[src/rtl/tt_um_audio_player_pkg.sv]
// Shared definitions for the melody player: FSM states, note table and
// the bit layout of the uo_out status/audio port.
package tt_um_audio_player_pkg;

   typedef enum logic [1:0] {
      ST_IDLE = 2'd0,
      ST_PLAY = 2'd1,
      ST_DONE = 2'd2
   } state_t;

   localparam int ROM_W     = 13;
   localparam int NUM_NOTES = 16;

   // Half-period of each note in clock cycles at 3.125 MHz; 0 marks a rest.
   // C4 up to C5, one rest, then back down to D4.
   localparam logic [ROM_W-1:0] NOTE_ROM [NUM_NOTES] = '{
      13'd5972, 13'd5321, 13'd4740, 13'd4474,
      13'd3986, 13'd3551, 13'd3164, 13'd2986,
      13'd0,    13'd2986, 13'd3164, 13'd3551,
      13'd3986, 13'd4474, 13'd4740, 13'd5321
   };

   // uo_out bit positions
   localparam int UO_AUDIO   = 0;
   localparam int UO_PLAYING = 1;
   localparam int UO_DONE    = 2;
   localparam int UO_IDX_LSB = 3;
   localparam int UO_IDX_MSB = 6;
   localparam int UO_REST    = 7;

   // Half-period lookup for a note index.
   function automatic logic [ROM_W-1:0] note_half_period(input logic [3:0] idx);
      return NOTE_ROM[idx];
   endfunction

endpackage

[src/rtl/tt_um_audio_player_tone_gen.sv]
// Square-wave generator: counts half_period cycles and toggles audio.
// A zero half-period (rest) or an active clear forces silence and restarts
// the count so every note begins from a clean low phase.
module tt_um_audio_player_tone_gen
   import tt_um_audio_player_pkg::*;
#(
   parameter int HP_W = 13
) (
   input  logic            clk,
   input  logic            rst,
   input  logic            ena,
   input  logic            clear,
   input  logic [HP_W-1:0] half_period,
   output logic            audio
);

   logic [HP_W-1:0] count;

   // Half-period counter and audio toggle flip-flop, held while ena=0.
   always_ff @(posedge clk or posedge rst) begin
      if (rst) begin
         count <= '0;
         audio <= 1'b0;
      end else if (ena) begin
         if (clear || (half_period == '0)) begin
            count <= '0;
            audio <= 1'b0;
         end else if (count == (half_period - 1'b1)) begin
            count <= '0;
            audio <= ~audio;
         end else begin
            count <= count + 1'b1;
         end
      end
   end

endmodule

[src/rtl/tt_um_audio_player.sv]
// Tiny-Tapeout melody player top: steps through a 16-note table on a play
// request, drives a square wave per note and reports playback status.
module tt_um_audio_player
   import tt_um_audio_player_pkg::*;
#(
   parameter int NOTE_LEN = 31250,
   parameter int HP_W     = 13
) (
   input  logic       clk,
   input  logic       rst,
   input  logic       ena,
   input  logic [7:0] ui_in,
   input  logic [7:0] uio_in,
   output logic [7:0] uo_out,
   output logic [7:0] uio_out,
   output logic [7:0] uio_oe
);

   localparam int              DUR_W    = $clog2(NOTE_LEN);
   localparam logic [DUR_W-1:0] DUR_LAST = DUR_W'(NOTE_LEN - 1);

   state_t           state;
   logic [3:0]       idx;
   logic [DUR_W-1:0] dur;

   logic             play;
   logic             loop;
   logic             in_play;
   logic             note_end;
   logic             tone_clear;
   logic [ROM_W-1:0] rom_hp;
   logic [HP_W-1:0]  half_period;
   logic             audio;
   logic             unused_ok;

   assign play        = ui_in[0];
   assign loop        = ui_in[1];
   assign in_play     = (state == ST_PLAY);
   assign note_end    = (dur == DUR_LAST);
   assign rom_hp      = note_half_period(idx);
   assign half_period = HP_W'(rom_hp);

   // The tone keeps running only while a note is actually sounding; any stop,
   // note boundary or non-PLAY state restarts it silent.
   assign tone_clear  = !(in_play && play && !note_end);

   assign unused_ok   = &{1'b0, ui_in[7:2], uio_in};

   // Playback FSM with note index and per-note duration counter.
   always_ff @(posedge clk or posedge rst) begin
      if (rst) begin
         state <= ST_IDLE;
         idx   <= '0;
         dur   <= '0;
      end else if (ena) begin
         case (state)
            ST_IDLE: begin
               idx <= '0;
               dur <= '0;
               if (play) state <= ST_PLAY;
            end
            ST_PLAY: begin
               if (!play) begin
                  state <= ST_IDLE;
                  idx   <= '0;
                  dur   <= '0;
               end else if (note_end) begin
                  dur <= '0;
                  if (idx != 4'd15) begin
                     idx <= idx + 4'd1;
                  end else if (loop) begin
                     idx <= '0;
                  end else begin
                     state <= ST_DONE;
                  end
               end else begin
                  dur <= dur + 1'b1;
               end
            end
            ST_DONE: begin
               dur <= '0;
               // A held play does not restart; play must drop first.
               if (!play) begin
                  state <= ST_IDLE;
                  idx   <= '0;
               end
            end
            default: begin
               state <= ST_IDLE;
               idx   <= '0;
               dur   <= '0;
            end
         endcase
      end
   end

   tt_um_audio_player_tone_gen #(
      .HP_W(HP_W)
   ) u_tone (
      .clk(clk),
      .rst(rst),
      .ena(ena),
      .clear(tone_clear),
      .half_period(half_period),
      .audio(audio)
   );

   // Output decode from registered state only.
   always_comb begin
      uo_out                          = '0;
      uo_out[UO_AUDIO]                = audio;
      uo_out[UO_PLAYING]              = in_play;
      uo_out[UO_DONE]                 = (state == ST_DONE);
      uo_out[UO_IDX_MSB:UO_IDX_LSB]   = idx;
      uo_out[UO_REST]                 = in_play && (rom_hp == '0);
   end

   assign uio_out = 8'h00;
   assign uio_oe  = 8'h00;

endmodule

[config.mk]
export PLATFORM = sky130hd
export DESIGN_NAME = tt_um_audio_player
export DESIGN_NICKNAME = d
export VERILOG_FILES = /design/src/rtl/tt_um_audio_player_pkg.sv /design/src/rtl/tt_um_audio_player_tone_gen.sv /design/src/rtl/tt_um_audio_player.sv
export SDC_FILE = /design/constraint.sdc
export NUM_CORES = 1
export LEC_CHECK = 0
export ABC_CLOCK_PERIOD_IN_PS = 5640
export BUFFER_PORTS_ARGS = -buffer_cell sky130_fd_sc_hd__buf_2
export CAP_MARGIN = 20
export CORE_UTILIZATION = 50
export DETAILED_ROUTE_END_ITERATION = 10
export PLACE_DENSITY = 0.83
export SLEW_MARGIN = 10
export SYNTH_ARGS = -nofsm -noshare
export SYNTH_HDL_FRONTEND = slang
export SYNTH_HIERARCHICAL = 1
export SYNTH_SLANG_ARGS = --single-unit
[constraint.sdc]
create_clock -name clk -period 5.64 [get_ports clk]
set_input_delay 1.41 -clock clk [delete_from_list [all_inputs] [get_ports clk]]
set_output_delay 1.41 -clock clk [all_outputs]
set_load 0.02 [all_outputs]
---- Word level (Yosys, flattened, before mapping) ----
Memory sizes are Yosys's and may differ from the RTL's.
Cells that the tools add are included.
word-level totals
  flip-flop bits (word level) ............. 35
  bits in read-only memories .............. 208
  output and inout port bits .............. 24
  memories kept ........................... 1
memory list
  name              depth  width  rd ports  clocked after Yosys merged registers in  write ports  line                          text
  (name not given)  16     13     1         0                                        0            tt_um_audio_player_pkg.sv:33  return NOTE_ROM[idx];
operators by class
  $add $sub $neg .......................... 4
  $lt $le $gt $ge ......................... 1
  equal/unequal tests ..................... 11
  mux-type cells .......................... 22
  bitwise operators ....................... 2
  reductions and logical operators ........ 12
operator list
  cell                     count
  $mux W13                 4
  $mux W15                 3
  $mux W4                  5
  $add A15 B1 Y15 const B  1
  $eq A15 B15 Y1 const B   1
  $add A13 B1 Y13 const B  1
  $eq A13 B13 Y1           1
  $logic_not A13 Y1        1
  $sub A13 B1 Y13 const B  1
  $mux W2                  6
  $pmux W4 S2              1
  $ne A3 B3 Y1 const B     2
  $pmux W2 S3              1
  $reduce_and A6 Y1        1
  $ge A5 B5 Y1 const B     1
  $not A4 Y5               1
  $add A4 B1 Y4 const B    1
  $ne A2 B2 Y1 const B     2
  $ne A4 B3 Y1 const B     1
  $ne A4 B4 Y1 const B     1
  $reduce_and A4 Y1        1
  $logic_and A1 B1 Y1      3
  $ne A3 B2 Y1 const B     1
  $eq A2 B1 Y1 const B     1
  8 further kinds          10

---- Longest topological paths before layout ----
Gate-level depths: netlist of run 1.
  depth in word-level cells ............... 8
  depth in mapped cells ................... 13
  mapped depth without buffers ............ 11

---- Modules after synthesis ----
Netlist of run 1, hierarchy kept.
by module, submodules not included
  module                       times used  cells each  area each (um^2)  sequential area each (um^2)
  tt_um_audio_player           1           197         1760.4            525.5
  tt_um_audio_player_tone_gen  1           143         1252.5            350.3

---- Worst setup path before layout of run 1 ----
Ideal clock, no wire load.
  path kind ............................... reg-to-output
  from .................................... register idx[1]
  to ...................................... output uo_out[7]
  data arrival time ....................... 2.830 ns
  data required time ...................... 4.230 ns
  slack ................................... 1.400 ns
  stages on the path, launching flop included .. 6
  path buffers ............................ 0
  cells stage by stage .................... dfrtp_1 -> inv_1 -> ha_1 -> mux4_2 -> or4_1 -> nor4_1
on the way
  word-level cells in the longest chain between the ends .. 6
RTL lines
  what                                         line                          text
  start: declaration                           tt_um_audio_player.sv:23      logic [3:0] idx;
  start signal: assignment                     tt_um_audio_player.sv:70      idx <= idx + 4'd1;
  $not A4 Y5 (implied by the code)             tt_um_audio_player_pkg.sv:33
  $mem_v2 Z16 W13                              -
  $mux W13 (implied by the code) (2 in a row)  tt_um_audio_player_pkg.sv:33
  named net half_period[2]                     tt_um_audio_player.sv:32      logic [HP_W-1:0] half_period;
  $logic_not A13 Y1                            tt_um_audio_player.sv:115     uo_out[UO_REST] = in_play && (rom_hp == '0);
  $logic_and A1 B1 Y1                          tt_um_audio_player.sv:115
  end: declaration                             tt_um_audio_player.sv:14      output logic [7:0] uo_out,
The timed path passes the listed nets, and every way through them passes these cells. The select of a mux whose other input is x is not followed.

---- Worst setup path in the final report of run 1 ----
  from .................................... register idx[0]
  to ...................................... register u_tone.count[2]
on the way
  word-level cells in the longest chain between the ends .. 8
  elaborated cells on any way between the ends .. 10
  classes of those cells .................. 1 x add/sub; 1 x eq/ne; 4 x mux; 1 x bitwise; 2 x reduce/logical; 1 x memory
RTL lines
  what                                           line                               text
  $not A4 Y5 (implied by the code) *             tt_um_audio_player_pkg.sv:33
  $mem_v2 Z16 W13 *                              -
  $mux W13 (implied by the code) * (2 in a row)  tt_um_audio_player_pkg.sv:33
  named net half_period[7]                       tt_um_audio_player.sv:32
  $sub A13 B1 Y13                                tt_um_audio_player_tone_gen.sv:28  end else if (count == (half_period - 1'b1)) begin
  $eq A13 B13 Y1                                 tt_um_audio_player_tone_gen.sv:28
  $mux W13                                       tt_um_audio_player_tone_gen.sv:28
  $mux W13 *                                     tt_um_audio_player_tone_gen.sv:25  if (clear || (half_period == '0)) begin
  end signal: assignment                         tt_um_audio_player_tone_gen.sv:32  count <= count + 1'b1;
  end: declaration                               tt_um_audio_player_tone_gen.sv:17  logic [HP_W-1:0] count;
The timed path passes the listed nets; every way through them passes the cells marked *. The select of a mux whose other input is x is not followed.
A chain may end at the register's enable or synchronous reset.

==> impl_metrics.prom, run 1 <==
# TYPE chip_impl_metric gauge
chip_impl_info{name="run_status",value="complete, no violations"} 1
chip_impl_metric{name="grt_max_degree",unit=""} 34
chip_impl_metric{name="ant_nets_after_route",unit=""} 0
chip_impl_metric{name="syn-instance-count",unit=""} 340
chip_impl_info{name="cts-root-buf",value="sky130_fd_sc_hd__clkbuf_8"} 1
chip_impl_metric{name="cts_setup_buffers",unit=""} 0
chip_impl_metric{name="final_net_count",unit=""} 374
chip_impl_metric{name="post_cts_resize_count",unit=""} 0
chip_impl_metric{name="antenna_found_initial",unit=""} 0
chip_impl_metric{name="async_flop_share",unit="%"} 100
chip_impl_metric{name="antenna_cells_inserted",unit=""} 0
chip_impl_metric{name="finalSetupTns",unit="ns"} 0
chip_impl_metric{name="cts.sink_count",unit=""} 35
chip_impl_metric{name="max-clock-path-buffers",unit=""} 2
chip_impl_info{name="tritoncts",value="yes"} 1
chip_impl_metric{name="skew",unit="ns"} 0.0162
chip_impl_metric{name="initial_core_utilization",unit="%"} 53.4
chip_impl_info{name="criticalPathCategory",value="flip-flop to flip-flop"} 1
chip_impl_metric{name="grt.total_usage",unit="%"} 21.3
chip_impl_metric{name="final_hold_viol_count",unit=""} 0
chip_impl_info{name="cp-end-kind",value="flip-flop"} 1
chip_impl_metric{name="timing.final.crit_share",unit="%"} 85.5
chip_impl_metric{name="powerDensity",unit="nW/µm²"} 177
chip_impl_metric{name="placed_cell_area",unit="µm²"} 3000
chip_impl_metric{name="clk_transition_reported_paths",unit="ns"} 0.08
chip_impl_metric{name="totalWireLength",unit="mm"} 6.20
chip_impl_metric{name="synth_edf_count",unit=""} 0
chip_impl_info{name="critical_path.startpoint_type",value="flip-flop"} 1
chip_impl_metric{name="cap_viol_max_count",unit=""} 0
chip_impl_metric{name="dp_slack",unit="ns"} 0.867
chip_impl_metric{name="final_core_utilization",unit="%"} 55.4
chip_impl_metric{name="grt_pass1_wl",unit="mm"} 10.6
chip_impl_info{name="ys.flop_type",value="sky130_fd_sc_hd__dfrtp_1"} 1
chip_impl_metric{name="finalCriticalPeriod",unit="ns"} 4.82
chip_impl_metric{name="path_max_fanout",unit=""} 12
chip_impl_metric{name="final-setup-viol-count",unit=""} 0
chip_impl_info{name="path_cells",value="inv_1, ha_1, or2_2, o21ai_0, o21ai_0, or4_4, or3_1, a2111oi_1, o21ai_0, o31ai_2, o311ai_0"} 1
chip_impl_metric{name="remaining_drc_errors",unit=""} 0
chip_impl_metric{name="cts.hold.buffers_added",unit=""} 0
chip_impl_metric{name="num_rows",unit=""} 27
chip_impl_metric{name="io-pin-count",unit=""} 43
chip_impl_metric{name="tritoncts.num_buffers",unit=""} 5
chip_impl_info{name="yosys.area.top_type",value="sky130_fd_sc_hd__dfrtp_1"} 1
chip_impl_metric{name="leakagePower",unit="nW"} 1.37
chip_impl_metric{name="yosys.cell_types.count",unit=""} 68
chip_impl_metric{name="gp_routability_congestion",unit=""} 0.901
chip_impl_metric{name="detailroute.via_count",unit=""} 2425
chip_impl_metric{name="final_cell_area",unit="µm²"} 3130
chip_impl_metric{name="initial_drc_count",unit=""} 199
chip_impl_metric{name="place.detailed.instances",unit=""} 407
chip_impl_info{name="cpMostUsedCell",value="sky130_fd_sc_hd__o21ai_0"} 1
chip_impl_info{name="unrepaired_setup_endpoints_after_global_routing",value="no"} 1
chip_impl_metric{name="fmax",unit="GHz"} 0.207
chip_impl_metric{name="synth.cell_area",unit="µm²"} 3010
chip_impl_metric{name="clkLatencyLatePin",unit="ns"} 0.30
chip_impl_metric{name="layout-drive-gt1-share",unit="%"} 12.0
chip_impl_metric{name="finalNonFillerCells",unit=""} 415
chip_impl_metric{name="fin_ws",unit="ns"} 0.821
chip_impl_metric{name="die_width",unit="µm"} 79.6
chip_impl_info{name="type_of_the_worst_min_delay_path",value="flip-flop to flip-flop"} 1
chip_impl_metric{name="yosys.area.top_type_share",unit="%"} 29.1
chip_impl_metric{name="postSynthRegisterBits",unit=""} 35
chip_impl_metric{name="tightest_slew",unit="ns"} 0.886
chip_impl_metric{name="vias_per_cell",unit=""} 5.84
chip_impl_metric{name="highest_cell_delay_on_the_worst_timing_path",unit="ns"} 0.72
chip_impl_metric{name="vdd_drop_max",unit="µV"} 113
chip_impl_metric{name="detailedRoute.firstPassIterationCount",unit=""} 4
chip_impl_metric{name="post-layout-total-power",unit="mW"} 0.552
chip_impl_metric{name="worst_ep_required_time",unit="ns"} 5.77
chip_impl_metric{name="hpwl_detailed",unit="mm"} 4.49
chip_impl_metric{name="design.die.area",unit="µm²"} 6340
chip_impl_metric{name="yosysWarningCount",unit=""} 6
chip_impl_metric{name="floorplan.core_area",unit="µm²"} 5640
chip_impl_info{name="crit_path_top_delay_cell",value="sky130_fd_sc_hd__o31ai_2"} 1
chip_impl_info{name="synth.area.top_cells",value="sky130_fd_sc_hd__dfrtp_1 (29%), sky130_fd_sc_hd__ha_1 (5.4%), sky130_fd_sc_hd__xor2_1 (5.2%)"} 1
chip_impl_metric{name="area_growth",unit="%"} 3.74
chip_impl_metric{name="final_max_slew_viol_count",unit=""} 0
chip_impl_metric{name="vias_in_the_first_global_route",unit=""} 2302
chip_impl_metric{name="avgRoutedWirePerCell",unit="µm"} 14.9
chip_impl_metric{name="avgSynthCellArea",unit="µm²"} 8.86
chip_impl_metric{name="portBuffers",unit=""} 12
chip_impl_metric{name="worstPathArrival",unit="ns"} 4.95
chip_impl_metric{name="slew-limit-headroom",unit="%"} 40.3
chip_impl_metric{name="overflow",unit=""} 0
chip_impl_metric{name="floorplan.die.height",unit="µm"} 79.6
chip_impl_metric{name="sequential_area_share_after_synthesis",unit="%"} 29.1
chip_impl_metric{name="finalHoldWorstSlack",unit="ns"} 0.581
chip_impl_metric{name="cts_htree_levels",unit=""} 2
## path summary, 6_finish.rpt
check	from	endpoint	slack, ns	depth (start not counted)
min in group asynchronous	rst	u_tone/count[12]	1.15	2
max in group asynchronous	rst	dur[0]	3.85	2
max	idx[0]	u_tone/count[2]	0.82	11
min reg2reg	dur[12]	dur[12]	0.58	2
max reg2reg	idx[0]	u_tone/count[2]	0.82	11
min	dur[12]	dur[12]	0.58	2
## worst max-delay path, delay by kind of cell, from the launching register on
kind | cells | cell delay (ns)
adders and majority gates | 1 | 0.40
buffers and inverters | 1 | 0.23
DFF | 1 | 0.58
AOI/OAI and AO/OA | 6 | 2.09
and+or+nand+nor | 3 | 1.36
## metal layers
layer | GRT usage [%] | part of all wire, % | vias up
met3 | 3.89 | 3.1 | 12
met5 | 0 | 0 | -
met2 | 34.4 | 48 | 48
met4 | 6.91 | 2.0 | 0
met1 | 28.5 | 47 | 1159
li1 | - | - | 1206
## state kept, by name (all words and copies together), names as in the netlist
name          count
dur              15
u_tone/count     13
idx               4
state             2
u_tone/audio      1
## cells in the mapped netlist (3+ instances only)
library cell / count
sky130_fd_sc_hd__a21oi_1: 20
sky130_fd_sc_hd__and3_1: 8
sky130_fd_sc_hd__buf_4: 19
sky130_fd_sc_hd__buf_6: 3
sky130_fd_sc_hd__clkbuf_1: 9
sky130_fd_sc_hd__dfrtp_1: 35
sky130_fd_sc_hd__ha_1: 13
sky130_fd_sc_hd__inv_1: 19
sky130_fd_sc_hd__mux2_2: 4
sky130_fd_sc_hd__mux2i_1: 3
sky130_fd_sc_hd__nand2_1: 17
sky130_fd_sc_hd__nand2b_1: 4
sky130_fd_sc_hd__nand3_1: 8
sky130_fd_sc_hd__nand3b_1: 3
sky130_fd_sc_hd__nand4_1: 11
sky130_fd_sc_hd__nand4b_1: 4
sky130_fd_sc_hd__nor2_1: 21
sky130_fd_sc_hd__nor2b_1: 6
sky130_fd_sc_hd__nor3_1: 8
sky130_fd_sc_hd__nor3b_1: 4
sky130_fd_sc_hd__o211ai_1: 4
sky130_fd_sc_hd__o21ai_0: 18
sky130_fd_sc_hd__o22ai_1: 3
sky130_fd_sc_hd__or3_1: 4
sky130_fd_sc_hd__or4_1: 3
sky130_fd_sc_hd__or4_4: 3
sky130_fd_sc_hd__xnor2_1: 17
sky130_fd_sc_hd__xor2_1: 18
## logic make-up (layout without fill, tap and decap cells)
kind of cell    count (synthesis)  in the layout  share of synthesized area [%]
flops                          35             35                           29.1
buf+inv                        51             39                           9.51
compound gates                 75             75                           17.6
fa+ha+maj                      13             13                           5.40
xor+xnor                       36             36                           11.0
other cells                     1             16                          0.124
mux                             8              8                           3.24
simple gates                  121            121                           24.0
## cell usage in the layout (no fill, tap or decap), drive strengths merged, types with 6 or more instances in the layout
cell type	count
nand4	11
ha	13
buf	12
nand2	17
a21oi	20
xor2	18
nor3	8
clkbuf	6
nor2	21
inv	20
conb	16
nor2b	6
o21ai	18
nand3	8
dfrtp	35
xnor2	17
or4	6
and3	9
## cell type report
type | count | area, µm²
multi-input cells | 269 | 1910
clock inverters | 2 | 38.8
flip-flops and latches | 35 | 876
repair buffers | 12 | 60.1
fillers | 509 | 2520
clock buffers | 6 | 82.6
well taps | 72 | 90.1
inverters | 19 | 71.3
## power by group
group          switching, mW  total, mW  leakage (nW)  internal (mW)
Combinational         0.0329     0.0453         0.818         0.0124
Clock                  0.102      0.248        0.0618          0.146
Sequential           0.00454      0.258         0.486          0.254
No activity file was read; power rests on OpenSTA's default activity.
==> inputs of run 2 (changes only) <==
Settings changed: MAX_ROUTING_LAYER set to met4.
==> run 2 against run 1 <==
Effect of this change: via count increased by 3.0%; highest routed layer unchanged; sequential power about the same; critical path type unchanged; total power increased by 4.5%; register-to-register slack improved by 0.06 ns; worst hold slack got worse by 0.016 ns; sequential cell count unchanged; clock power increased by 10%; final cell count unchanged; critical path depth unchanged; first-iteration DRC count decreased by 12%; clock skew decreased by 0.0064 ns.
==> impl_metrics.prom, run 2 (synthesized netlist as in run 1, its figures left out) <==
# TYPE chip_impl_metric gauge
chip_impl_info{name="run_status",value="complete, no violations"} 1
chip_impl_metric{name="multi_input_area",unit="µm²"} 1910
chip_impl_info{name="critical_path.startpoint_type",value="flip-flop"} 1
chip_impl_metric{name="sequential_cell_area",unit="µm²"} 876
chip_impl_metric{name="powerDensity",unit="nW/µm²"} 184
chip_impl_info{name="tritoncts",value="yes"} 1
chip_impl_metric{name="overflow",unit=""} 0
chip_impl_info{name="layout.cells.most_common",value="sky130_fd_sc_hd__dfrtp_1"} 1
chip_impl_metric{name="max-clock-path-buffers",unit=""} 2
chip_impl_metric{name="layout-drive-gt1-share",unit="%"} 12.0
chip_impl_metric{name="final-setup-viol-count",unit=""} 0
chip_impl_metric{name="remaining_drc_errors",unit=""} 0
chip_impl_metric{name="antenna_found_initial",unit=""} 0
chip_impl_info{name="unrepaired_setup_endpoints_after_global_routing",value="no"} 1
chip_impl_metric{name="design.die.area",unit="µm²"} 6340
chip_impl_metric{name="totalWireLength",unit="mm"} 6.22
chip_impl_metric{name="final_hold_viol_count",unit=""} 0
chip_impl_metric{name="avgRoutedWirePerCell",unit="µm"} 15.0
chip_impl_metric{name="clkLatencyLatePin",unit="ns"} 0.30
chip_impl_metric{name="initial_drc_count",unit=""} 175
chip_impl_metric{name="worst_ep_required_time",unit="ns"} 5.78
chip_impl_metric{name="vias_per_cell",unit=""} 6.02
chip_impl_metric{name="cts_setup_buffers",unit=""} 0
chip_impl_metric{name="gp_routability_congestion",unit=""} 0.883
chip_impl_metric{name="tightest_slew",unit="ns"} 0.909
chip_impl_metric{name="worstPathArrival",unit="ns"} 4.89
chip_impl_info{name="type_of_the_worst_min_delay_path",value="flip-flop to flip-flop"} 1
chip_impl_metric{name="slew-limit-headroom",unit="%"} 38.7
chip_impl_metric{name="highest_cell_delay_on_the_worst_timing_path",unit="ns"} 0.68
chip_impl_metric{name="hpwl_detailed",unit="mm"} 4.62
chip_impl_metric{name="ant_nets_after_route",unit=""} 0
chip_impl_metric{name="fin_ws",unit="ns"} 0.884
chip_impl_info{name="regMostFlops",value="dur"} 1
chip_impl_metric{name="floorplan.die.height",unit="µm"} 79.6
chip_impl_metric{name="num_rows",unit=""} 27
chip_impl_metric{name="grt_max_degree",unit=""} 34
chip_impl_metric{name="detailroute.via_count",unit=""} 2498
chip_impl_metric{name="skew",unit="ns"} 0.00983
chip_impl_metric{name="fmax",unit="GHz"} 0.210
chip_impl_metric{name="final_max_slew_viol_count",unit=""} 0
chip_impl_metric{name="area_growth",unit="%"} 4.24
chip_impl_info{name="cp-end-kind",value="flip-flop"} 1
chip_impl_info{name="path_cells",value="inv_1, ha_1, or2_2, o21ai_0, o21ai_0, or4_4, or3_1, a2111oi_1, o21ai_0, o31ai_2, o311ai_0"} 1
chip_impl_metric{name="final_core_utilization",unit="%"} 55.7
chip_impl_metric{name="grt.total_usage",unit="%"} 22.2
chip_impl_metric{name="antenna_cells_inserted",unit=""} 0
chip_impl_metric{name="post-layout-total-power",unit="mW"} 0.576
chip_impl_metric{name="dp_slack",unit="ns"} 0.943
chip_impl_metric{name="path_max_fanout",unit=""} 12
chip_impl_metric{name="leakagePower",unit="nW"} 1.37
chip_impl_metric{name="die_width",unit="µm"} 79.6
chip_impl_metric{name="final_net_count",unit=""} 374
chip_impl_info{name="crit_path_top_delay_cell",value="sky130_fd_sc_hd__or4_4"} 1
chip_impl_metric{name="finalSetupTns",unit="ns"} 0
chip_impl_metric{name="floorplan.core_area",unit="µm²"} 5640
chip_impl_metric{name="largest_register_ffs",unit=""} 15
chip_impl_info{name="mostFrequentLayoutCells",value="sky130_fd_sc_hd__dfrtp_1 (35), sky130_fd_sc_hd__nor2_1 (21), sky130_fd_sc_hd__a21oi_1 (20)"} 1
chip_impl_metric{name="grt_pass1_wl",unit="mm"} 10.7
chip_impl_metric{name="finalCriticalPeriod",unit="ns"} 4.76
chip_impl_metric{name="fillerInstances",unit=""} 509
chip_impl_metric{name="io-pin-count",unit=""} 43
chip_impl_metric{name="cts.hold.buffers_added",unit=""} 0
chip_impl_metric{name="portBuffers",unit=""} 12
chip_impl_metric{name="cap_viol_max_count",unit=""} 0
chip_impl_metric{name="detailedRoute.firstPassIterationCount",unit=""} 5
chip_impl_metric{name="tritoncts.num_buffers",unit=""} 5
chip_impl_info{name="cts-root-buf",value="sky130_fd_sc_hd__clkbuf_8"} 1
chip_impl_metric{name="timing.final.crit_share",unit="%"} 84.3
chip_impl_metric{name="initial_core_utilization",unit="%"} 53.4
chip_impl_metric{name="vias_in_the_first_global_route",unit=""} 2358
chip_impl_metric{name="cts_htree_levels",unit=""} 2
chip_impl_info{name="cpMostUsedCell",value="sky130_fd_sc_hd__o21ai_0"} 1
chip_impl_metric{name="post_cts_resize_count",unit=""} 0
chip_impl_info{name="criticalPathCategory",value="flip-flop to flip-flop"} 1
chip_impl_metric{name="clk_transition_reported_paths",unit="ns"} 0.07
chip_impl_metric{name="cts.sink_count",unit=""} 35
chip_impl_info{name="largest_registers",value="dur x15, u_tone/count x13, idx x4"} 1
chip_impl_metric{name="vdd_drop_max",unit="µV"} 152
==> run 2: path summary, 6_finish.rpt <==
kind                         start              end  slack (ns)  depth (start not counted)
hold / removal             dur[14]          dur[14]        0.56                          2
hold reg to reg            dur[14]          dur[14]        0.56                          2
min in group asynchronous      rst     u_tone/audio        1.16                          2
setup / recovery            idx[0]  u_tone/count[2]        0.88                         11
setup reg to reg            idx[0]  u_tone/count[2]        0.88                         11
max in group asynchronous      rst         state[0]        3.84                          2
==> run 2: area by class of cell <==
type	count	area share, %
inverter	19	2.27
clock inverter	3	2.15
sequential	35	27.9
tap	72	2.87
timing repair buffer	12	1.91
multi-input combinational	269	60.7
clock buffer	5	2.19
==> run 2: metal layers <==
metal	vias up	GRT usage, %	share of wire (%)	wire, µm
li1	1213	-	-	-
met3	10	4.46	5.5	341
met1	1197	27.3	45	2770
met4	0	7.82	1.3	80
met2	78	36.2	49	3030
met5	-	-	0	0
==> run 2: through the flow <==
step | cell area [µm²] | hold slack (ns) | cells
final | 3140 | 0.565 | 415
after global routing | 3140 | 0.610 | 415
after CTS | 3140 | 0.571 | 415
after detailed placement | 3000 | 0.554 | 407
after global placement | 3000 | 0.528 | 407
after floorplan | 3070 | 0.498 | 355
==> run 2: worst max-delay path: cells and delay by family (launching register included) <==
kind | cells | cell delay (ns)
buf+inv | 1 | 0.24
simple gates | 3 | 1.36
flops | 1 | 0.59
compound gates | 6 | 2.00
fa+ha+maj | 1 | 0.40
==> run 2: power breakdown <==
part / total [mW] / internal, mW / switching [mW]
clock: 0.273 / 0.176 / 0.0966
combinational: 0.0451 / 0.0122 / 0.0328
sequential: 0.258 / 0.254 / 0.00455
total: 0.576 / 0.442 / 0.134
==> inputs of run 3 (changes only) <==
Settings changed: ABC_CLOCK_PERIOD_IN_PS 5640 to 4300, PLACE_DENSITY 0.83 to 0.86.
Clock period 5.64 ns to 4.3 ns, I/O delays scaled along.
==> run 3 against run 2 <==
Effect of this change: critical path depth is 1 lower; worst setup slack worse by 0.51 ns; non-clock buffer count is 7 higher; sequential cell count stayed put; worst hold slack better by 0.0055 ns; sequential power is 31% higher; count of clock-buffer cells in the layout is 1 higher; utilization is 0.60 points higher; routed wire length is 3.9% higher; highest routed layer unchanged.
==> impl_metrics.prom, run 3 (synthesized netlist as in run 1, its figures left out) <==
# TYPE chip_impl_metric gauge
chip_impl_metric{name="leakagePower",unit="nW"} 1.40
chip_impl_info{name="mostFrequentLayoutCells",value="sky130_fd_sc_hd__dfrtp_1 (35), sky130_fd_sc_hd__nor2_1 (21), sky130_fd_sc_hd__a21oi_1 (20)"} 1
chip_impl_metric{name="floorplan.core_area",unit="µm²"} 5640
chip_impl_metric{name="io-pin-count",unit=""} 43
chip_impl_metric{name="detailroute.via_count",unit=""} 2570
chip_impl_metric{name="num_rows",unit=""} 27
chip_impl_metric{name="fmax",unit="GHz"} 0.255
chip_impl_info{name="min-delay-start",value="dur[13]"} 1
chip_impl_metric{name="floorplan.die.height",unit="µm"} 79.6
chip_impl_metric{name="vias_in_the_first_global_route",unit=""} 2357
chip_impl_metric{name="path_max_fanout",unit=""} 12
chip_impl_metric{name="tightest_slew",unit="ns"} 0.819
chip_impl_metric{name="finalCriticalPeriod",unit="ns"} 3.92
chip_impl_metric{name="post_cts_resize_count",unit=""} 0
chip_impl_metric{name="detailedRoute.firstPassIterationCount",unit=""} 4
chip_impl_info{name="cp-end-kind",value="flip-flop"} 1
chip_impl_info{name="critical_path.reg2reg.endpoint",value="u_tone/count[2]"} 1
chip_impl_info{name="critical_path.startpoint_type",value="flip-flop"} 1
chip_impl_metric{name="final_hold_viol_count",unit=""} 0
chip_impl_metric{name="worst_ep_required_time",unit="ns"} 4.45
chip_impl_metric{name="final_core_utilization",unit="%"} 56.3
chip_impl_info{name="largest_registers",value="dur x15, u_tone/count x13, idx x4"} 1
chip_impl_metric{name="grt.total_usage",unit="%"} 22.4
chip_impl_metric{name="vias_per_cell",unit=""} 6.09
chip_impl_metric{name="grt_pass1_wl",unit="mm"} 10.9
chip_impl_metric{name="holdPathStages",unit=""} 2
chip_impl_metric{name="slew-limit-headroom",unit="%"} 45.4
chip_impl_metric{name="totalWireLength",unit="mm"} 6.46
chip_impl_metric{name="antenna_found_initial",unit=""} 0
chip_impl_metric{name="final_net_count",unit=""} 381
chip_impl_metric{name="area_growth",unit="%"} 5.36
chip_impl_info{name="criticalPathCategory",value="flip-flop to flip-flop"} 1
chip_impl_metric{name="r2r.worst_path.cells",unit=""} 10
chip_impl_metric{name="overflow",unit=""} 0
chip_impl_metric{name="post-layout-total-power",unit="mW"} 0.713
chip_impl_metric{name="hpwl_detailed",unit="mm"} 4.76
chip_impl_metric{name="finalSetupTns",unit="ns"} 0
chip_impl_metric{name="remaining_drc_errors",unit=""} 0
chip_impl_metric{name="final_max_slew_viol_count",unit=""} 0
chip_impl_metric{name="worstPathArrival",unit="ns"} 4.07
chip_impl_metric{name="final_cell_area",unit="µm²"} 3170
chip_impl_metric{name="max-clock-path-buffers",unit=""} 2
chip_impl_metric{name="portBuffers",unit=""} 12
chip_impl_info{name="regMostFlops",value="dur"} 1
chip_impl_metric{name="placed_cell_area",unit="µm²"} 3060
chip_impl_info{name="layout.cells.most_common",value="sky130_fd_sc_hd__dfrtp_1"} 1
chip_impl_metric{name="initial_core_utilization",unit="%"} 53.4
chip_impl_metric{name="clk_transition_reported_paths",unit="ns"} 0.08
chip_impl_metric{name="cts.hold.buffers_added",unit=""} 0
chip_impl_info{name="path_cells",value="inv_1, ha_1, mux4_2, or3_1, or4_4, a2111oi_2, nand4b_1, o31ai_2, buf_4, o311ai_0"} 1
chip_impl_metric{name="highest_cell_delay_on_the_worst_timing_path",unit="ns"} 0.57
chip_impl_metric{name="skew",unit="ns"} 0.00885
chip_impl_metric{name="die_width",unit="µm"} 79.6
chip_impl_info{name="crit_path_top_delay_cell",value="sky130_fd_sc_hd__mux4_2"} 1
chip_impl_metric{name="cts_setup_buffers",unit=""} 0
chip_impl_metric{name="layout-drive-gt1-share",unit="%"} 13.7
chip_impl_info{name="type_of_the_worst_min_delay_path",value="flip-flop to flip-flop"} 1
chip_impl_metric{name="largest_register_ffs",unit=""} 15
chip_impl_metric{name="final-setup-viol-count",unit=""} 0
chip_impl_info{name="unrepaired_setup_endpoints_after_global_routing",value="no"} 1
chip_impl_metric{name="cap_viol_max_count",unit=""} 0
chip_impl_metric{name="powerDensity",unit="nW/µm²"} 225
chip_impl_metric{name="reg2reg_slack",unit="ns"} 0.38
chip_impl_metric{name="cts_htree_levels",unit=""} 2
chip_impl_metric{name="tritoncts.num_buffers",unit=""} 5
chip_impl_info{name="cts-root-buf",value="sky130_fd_sc_hd__clkbuf_8"} 1
chip_impl_metric{name="clkLatencyLatePin",unit="ns"} 0.29
chip_impl_metric{name="vdd_drop_max",unit="µV"} 141
chip_impl_metric{name="initial_drc_count",unit=""} 147
chip_impl_metric{name="ant_nets_after_route",unit=""} 0
chip_impl_metric{name="cts.sink_count",unit=""} 35
chip_impl_metric{name="worst-path-buf-inv",unit=""} 2
chip_impl_info{name="tritoncts",value="yes"} 1
chip_impl_metric{name="finalHoldWorstSlack",unit="ns"} 0.571
chip_impl_info{name="worst_path_dominant_cell_family",value="simple AND/OR/NAND/NOR gates"} 1
chip_impl_metric{name="gp_routability_congestion",unit=""} 0.857
chip_impl_info{name="r2r_start",value="idx[1]"} 1
chip_impl_metric{name="antenna_cells_inserted",unit=""} 0
chip_impl_metric{name="avgRoutedWirePerCell",unit="µm"} 15.3
chip_impl_info{name="worst_hold_path.endpoint",value="dur[13]"} 1
chip_impl_metric{name="timing.final.crit_share",unit="%"} 91.3
chip_impl_metric{name="grt_max_degree",unit=""} 34
chip_impl_metric{name="design.die.area",unit="µm²"} 6340
chip_impl_info{name="run_status",value="complete, no violations"} 1
## run 3: power by group
group	total, mW	switching (mW)	internal, mW
sequential	0.339	0.00638	0.333
combinational	0.0607	0.0437	0.0170
clock	0.313	0.125	0.188
total	0.713	0.175	0.538
## run 3: routing by layer
layer  routed length (µm)  track usage (%)  vias to the layer above
met1                 2840             28.4                     1252
met2                 3190             36.2                       90
met4                  110             7.82                        0
met5                    0                -                        -
li1                     -                -                     1218
met3                  320             3.66                       10
## run 3: worst max-delay path by stage
stage / start / depth (start not counted) / end / slack, ns
after CTS: idx[1] / 12 / u_tone/count[2] / 0.39
after global routing: idx[1] / 12 / u_tone/count[2] / 0.02
after global placement: idx[1] / 10 / u_tone/count[2] / 0.48
after detailed placement: idx[1] / 10 / u_tone/count[2] / 0.41
final: idx[1] / 10 / u_tone/count[2] / 0.38
after floorplan: idx[1] / 5 / uo_out[7] / 0.39
## run 3: metrics by stage
stage,instances,setup slack (ns)
floorplan,355,0.395
global placement,414,0.479
detailed placement,414,0.406
CTS,422,0.391
global route,422,0.0243
finish,422,0.376
## run 3: worst min-delay path, delay by kind of cell (launching register included)
| kind | cells | cell delay (ns) |
|---|---|---|
| simple gates | 1 | 0.11 |
| flops | 1 | 0.36 |
| compound gates | 1 | 0.06 |
## run 3: layout make-up
class                      count  area (µm²)
clock buffer                   6        82.6
clock inverter                 2        35.0
fill                         488        2470
inverter                      19        71.3
multi-input combinational    269        1910
sequential                    35         876
tap                           72        90.1
timing repair buffer          19         113
